### src/rtl/seg7_scan_driver.sv
// Time-multiplexed hex display driver for a common-anode seven-segment bank.
// Scans one digit per slot with a leading blank, snapshotting the word once per frame.
module seg7_scan_driver #(
  parameter int unsigned N_DIGITS  = 8,
  parameter int unsigned DIV       = 100000,
  parameter int unsigned BLANK_CYC = 16
) (
  input  logic                    clk,
  input  logic                    reset,
  input  logic [4*N_DIGITS-1:0]   value,
  input  logic                    blank_lz,
  output logic [N_DIGITS-1:0]     an,
  output logic [6:0]              cc,
  output logic                    dp,
  output logic                    frame_tick
);

  localparam int unsigned PW = $clog2(DIV);
  localparam int unsigned IW = (N_DIGITS > 1) ? $clog2(N_DIGITS) : 1;
  localparam logic [PW-1:0] PcntMax = PW'(DIV - 1);
  localparam logic [IW-1:0] IdxMax  = IW'(N_DIGITS - 1);

  logic [PW-1:0]         pcnt_q, pcnt_d;
  logic [IW-1:0]         idx_q, idx_d;
  logic [4*N_DIGITS-1:0] shadow_q, shadow_d;
  logic [N_DIGITS-1:0]   an_d;
  logic [6:0]            cc_d;
  logic                  frame_tick_d;

  logic                  slot_end, frame_wrap, in_blank, digit_off;
  logic [3:0]            nibble;
  logic [N_DIGITS-1:0]   lz_mask;

  function automatic logic [6:0] hex_seg(input logic [3:0] n);
    logic [6:0] s;
    unique case (n)
      4'h0: s = 7'h40;
      4'h1: s = 7'h79;
      4'h2: s = 7'h24;
      4'h3: s = 7'h30;
      4'h4: s = 7'h19;
      4'h5: s = 7'h12;
      4'h6: s = 7'h02;
      4'h7: s = 7'h78;
      4'h8: s = 7'h00;
      4'h9: s = 7'h10;
      4'hA: s = 7'h08;
      4'hB: s = 7'h03;
      4'hC: s = 7'h46;
      4'hD: s = 7'h21;
      4'hE: s = 7'h06;
      default: s = 7'h0E;
    endcase
    return s;
  endfunction

  // A zero blank window must not produce a constant compare.
  if (BLANK_CYC == 0) begin : g_no_blank
    assign in_blank = 1'b0;
  end else begin : g_blank
    assign in_blank = (pcnt_q < PW'(BLANK_CYC));
  end

  always_comb begin
    logic upper_zero;
    upper_zero = 1'b1;
    lz_mask    = '0;
    // Digit i is a leading zero when it and every digit above it are zero.
    for (int i = N_DIGITS - 1; i >= 0; i--) begin
      upper_zero = upper_zero & (shadow_q[4*i +: 4] == 4'h0);
      lz_mask[i] = upper_zero && (i != 0);
    end
  end

  always_comb begin
    slot_end   = (pcnt_q == PcntMax);
    frame_wrap = slot_end && (idx_q == IdxMax);

    pcnt_d       = slot_end ? '0 : pcnt_q + PW'(1);
    idx_d        = idx_q;
    if (slot_end) idx_d = (idx_q == IdxMax) ? '0 : idx_q + IW'(1);
    shadow_d     = frame_wrap ? value : shadow_q;
    frame_tick_d = frame_wrap;

    nibble    = 4'(shadow_q >> {idx_q, 2'b00});
    digit_off = in_blank || (blank_lz && lz_mask[idx_q]);
    an_d      = digit_off ? '1 : ~(N_DIGITS'(1) << idx_q);
    cc_d      = digit_off ? 7'h7F : hex_seg(nibble);
  end

  always_ff @(posedge clk) begin
    if (reset) begin
      pcnt_q     <= '0;
      idx_q      <= '0;
      shadow_q   <= '0;
      an         <= '1;
      cc         <= 7'h7F;
      dp         <= 1'b1;
      frame_tick <= 1'b0;
    end else begin
      pcnt_q     <= pcnt_d;
      idx_q      <= idx_d;
      shadow_q   <= shadow_d;
      an         <= an_d;
      cc         <= cc_d;
      dp         <= 1'b1;
      frame_tick <= frame_tick_d;
    end
  end

endmodule

### config.mk
export PLATFORM = sky130hd
export DESIGN_NAME = seg7_scan_driver
export DESIGN_NICKNAME = d
export VERILOG_FILES = /design/src/rtl/seg7_scan_driver.sv
export SDC_FILE = /design/constraint.sdc
export NUM_CORES = 1
export LEC_CHECK = 0
export ABC_AREA = 0
export CORE_MARGIN = 3
export CORE_UTILIZATION = 52
export DETAILED_ROUTE_END_ITERATION = 6
export PLACE_DENSITY = 0.9
export SLEW_MARGIN = 10
export SYNTH_ARGS = -nofsm -noshare
export SYNTH_HDL_FRONTEND = slang
export SYNTH_SLANG_ARGS = --single-unit
export TNS_END_PERCENT = 5
### constraint.sdc
create_clock -name clk -period 2.6 [get_ports clk]
set_clock_uncertainty 0.1 [all_clocks]
set_input_delay 0.52 -clock clk [delete_from_list [all_inputs] [get_ports clk]]
set_output_delay 0.52 -clock clk [all_outputs]
set_load 0.005 [all_outputs]
# ---- Word-level counts from Yosys, hierarchy flattened
# Memory sizes are Yosys's and may differ from the RTL's. A register that Yosys moved wholly into a read port is not among the register bits.
# Cells that the tools add are included.
dict set report word_totals {
  n_memories 1
  ff_bits 61
  in_bits 35
  mem_bits_ro 112
}
# name words width read_ports rd_clocked_by_memory_dff write_ports line
set mem_list {}
lappend mem_list {{(no name shown)} 16 7 1 1 0 36} ;# unique case (n)
dict set report classes {
  n_addsub 2
  shifts 2
  mux 3
  n_bitwise 7
  reduce_logical 12
  n_eq_ne 2
  order_cmp 2
}
# operator n
set ops {}
lappend ops {{32-bit by 5-bit >> shifter with 4-bit output} 1}
lappend ops {{4-bit zero test} 7}
lappend ops {{17-bit by 1-bit adder with 17-bit output (second input constant)} 1}
lappend ops {{17-bit == test (second input constant)} 1}
lappend ops {{17-bit by 5-bit less-than comparator with 1-bit output (second input constant)} 1}
lappend ops {{8-bit inverter} 1}
lappend ops {{1-bit by 3-bit left shift with 8-bit output (first input constant)} 1}
lappend ops {{1-bit AND} 6}
lappend ops {{3-bit by 4-bit less-than comparator with 1-bit output (second input constant)} 1}
lappend ops {{2-bit OR reduction} 2}
lappend ops {{3-bit by 1-bit adder with 3-bit output (second input constant)} 1}
lappend ops {{1-bit binary-select mux with 3-bit select} 1}
lappend ops {{3-bit == test (second input constant)} 1}
lappend ops {{3-bit two-way mux} 1}
lappend ops {{1-bit logical AND} 2}
lappend ops {{1-bit logical OR} 1}
lappend ops {{1-bit two-way mux} 1}

# ---- Longest topological paths before layout
dict set report depth {
  word_depth 12
  depth_mapped 10
}

# ---- Worst setup path after synthesis
# No wires, ideal clock.
dict set report synth_timing {
  path_kind {reg2reg}
  from {reg idx_q[0]}
  to {reg cc[3]}
  t_arrival_ns 2.089
  n_path_buf 1
  path_stages_with_launch 8
  path_slack_ns 0.292
  required_ns 2.381
  cell_sequence {dfxtp_1 > buf_2 > mux4_2 > mux2_2 > ha_1 > mux2_1 > mux2i_1 > nand2_1}
}
dict set report synth_between {
  elab_chain_len 5
}
# item line
set synth_rtl {}
lappend synth_rtl {{from (decl)} 24} ;# logic [IW-1:0] idx_q, idx_d;
lappend synth_rtl {{from (signal assigned)} 102} ;# idx_q <= idx_d;
lappend synth_rtl {{1-bit binary-select mux with 3-bit select} 86} ;# digit_off = in_blank || (blank_lz && lz_mask[idx_q]);
lappend synth_rtl {{1-bit two-way mux (not written as such)} 86}
lappend synth_rtl {{1-bit logical AND} 86}
lappend synth_rtl {{1-bit logical OR} 86}
lappend synth_rtl {{2-bit OR reduction (no line)} -}
lappend synth_rtl {{to (decl)} 13} ;# output logic [6:0] cc,
# Parallel ways exist; a longest one is shown, timed or not. The select of a mux whose other input is x is not followed.
# A chain may end at the register's enable or synchronous reset.

# ---- Final worst setup path
# Same ends and word-level chain as after synthesis.

==> impl_metrics.ini <==
[route]
viasPerCell = 5.67
routedWlPerCell_um = 16.4
drc = 0
drt_iter0_markers = 187
drtPass1Iterations = 4
ant_nets = 0
vias = 2269
routed_wl_um = 6570

[clock_network]
clock_path_buffers = 2
root_buffer = clkbuf_8
cts_sinks = 68
clk_latency_ps = 350
cts_inserted_buffers = 9
clk_transition_reported_paths_ps = 80
post_cts_resized = 0
htreeDepth = 3
post_cts_buffers = 0
cts_hold_buf = 0
tritoncts = built

[yosys]
yosysWarnings = 0
yosys.area.top_type_share_pct = 46.3
netlist_area_um2 = 2940
synth_flop_cell = dfxtp_1
avgSynthCellArea_um2 = 10.8
synth_edf_count = 0
synth-seq-cells = 68
yosysTopAreaCell = dfxtp_1
ys_seq_area_share_pct = 46.3
ys_types = 41
syn_nets = 320
postSynthCellCount = 272
synth_most_common_cell = dfxtp_1
synth_async_sr_flop_share_pct = 0
synth_common_cells = dfxtp_1, a22o_1, nor2_1, nand2_1
yosys-top-cells-area = dfxtp_1, a22o_1, mux4_2

[timing]
hold_viol = 0
max_slew_margin_pct = 57.6
fin_ws_ps = 145
setup_viol = 0
tightest_slew_ps = 631
period_share_pct = 94.4
tns_ps = 0
fin_crit_ps = 2450
max_freq_mhz = 407
rsz0062_at_grt = false
finalMaxSlewViolations = 0

[layout]
drive_gt1_share_pct = 11.8
seqCellArea_um2 = 1360
fillers = 421
multi_input_area_um2 = 1420
area_growth_pct = 24.2
nNetsFinal = 373
diodes = 0
instances_no_fill = 400

[floorplan]
die_y_um = 81.2
start_util_pct = 55.8
coreArea_um2 = 5270
io_pins = 52
die_area_um2 = 6590
fp.dieW_um = 81.2
placementRows = 26

[grt]
grt_overflow = 0
first_global_vias = 2168
grt_busiest_layer = met2
grt_util_met1_pct = 27.4
grt_pass1_wl_um = 10700
gr-usage-met3_pct = 6.43
antenna_found_initial = 0
grtUsageMet2_pct = 34.5
grt_max_degree = 34
globalRouteTotalUtil_pct = 21.7

[power]
p_leak_nw = 1.40
peakVddDrop_mv = 0.339
power_w = 0.00199
p_per_area_nw_per_um2 = 546

[worst_setup_path]
reg2reg_from = idx_q[0]
r2r_end = cc[3]
critPathKind = reg2reg
cp_slowest_stage_delay_ps = 550
cp-end-kind = flop
cp.required_ps = 2750
path_max_fanout = 8
crit_buf_inv = 0
rrSetupSlack_ps = 150
worstPathCellList = mux4_2 -> mux2_2 -> ha_1 -> mux2_1 -> mux2i_1 -> nand2_1
critical-path-slowest-cell = mux4_2
arrival_ps = 2600
cp_top_family = multiplexers
ff2ff_path_depth = 6
cp-start-kind = flop

[worst_hold_path]
holdPathEnd = pcnt_q[0]
worstHoldStart = pcnt_q[0]
hold_depth = 1
worst_hold_path_type = reg2reg

[placed_design]
dp_hpwl_um = 4760
place_worst_setup_slack_ps = 148
dp_cells = 384
finalWeightedCongestion = 0.933
port_buffers = 50

[outcome]
outcome = complete, no violations

[run]
maxCapViolations = 0
-- cells in the final DEF (no fill, tap or decap), types with 2 or more instances in the layout --
master,netlist,layout
nor2_1,26,26
nand2b_1,2,2
clkbuf_8,0,10
o221ai_1,3,3
mux4_2,8,8
or2_1,2,2
nor4_1,8,8
nand4_1,3,3
inv_1,6,6
or4_1,2,2
and2_1,2,2
o21ai_1,3,3
inv_2,2,2
xor2_1,9,9
clkinvlp_4,0,2
nor3_1,3,3
a22o_1,32,32
clkdlybuf4s50_1,0,50
dfxtp_1,68,68
xnor2_1,7,7
o211ai_1,6,6
clkinv_2,0,2
nand2_1,16,16
buf_4,2,7
mux2i_1,6,6
nand3_1,13,13
ha_1,13,13
a21oi_1,4,4
-- worst max path at each step --
stage,to,cells after the start,startpoint
floorplan,cc[3],7,idx_q[0]
global placement,cc[3],6,idx_q[0]
detailed placement,cc[3],6,idx_q[0]
CTS,cc[3],6,idx_q[0]
global route,cc[3],6,idx_q[0]
finish,cc[3],6,idx_q[0]
-- layout make-up --
class	count	area share [%]
clock buffers	10	3.77
multi-input cells	181	38.8
flip-flops and latches	68	37.3
repair buffers	57	15.1
clock inverters	6	1.75
well taps	70	2.40
inverters	8	0.822
-- sequential cells by signal, summed over array words and instances (netlist names) --
| name | cells |
|---|---|
| an | 8 |
| idx_q | 3 |
| shadow_q | 32 |
| pcnt_q | 17 |
| frame_tick | 1 |
| cc | 7 |
-- per-layer routing --
layer | vias to the layer above | share of wire [%]
li1 | 1100 | -
met2 | 92 | 46
met3 | 11 | 5.7
met4 | 0 | 1.6
met1 | 1066 | 46
met5 | - | 0
-- logic make-up (layout without fill, tap and decap cells) --
family	Yosys count	after routing	share of synthesized area, %
buf+inv	23	81	5.45
simple gates	82	82	14.2
fa+ha+maj	13	13	5.53
xor+xnor	16	16	4.77
mux	17	17	9.41
other cells	1	1	0.128
compound gates	52	52	14.2
flops	68	68	46.3
-- power by group --
group | switching (W) | total [W] | internal [W]
Clock | 0.000401 | 0.000868 | 0.000467
Sequential | 0.00000372 | 0.00105 | 0.00104
Combinational | 0.0000269 | 0.0000772 | 0.0000503
Total | 0.000432 | 0.00199 | 0.00156
-- per-stage QoR --
step	area, um2	util [%]	hold WS [ps]
detailed placement	3450	65.5	369
floorplan	2940	-	318
CTS	3650	69.3	369
finish	3650	69.3	365
global route	3650	69.3	392
global placement	3450	65.5	330
(Power assumes the default switching activity.)
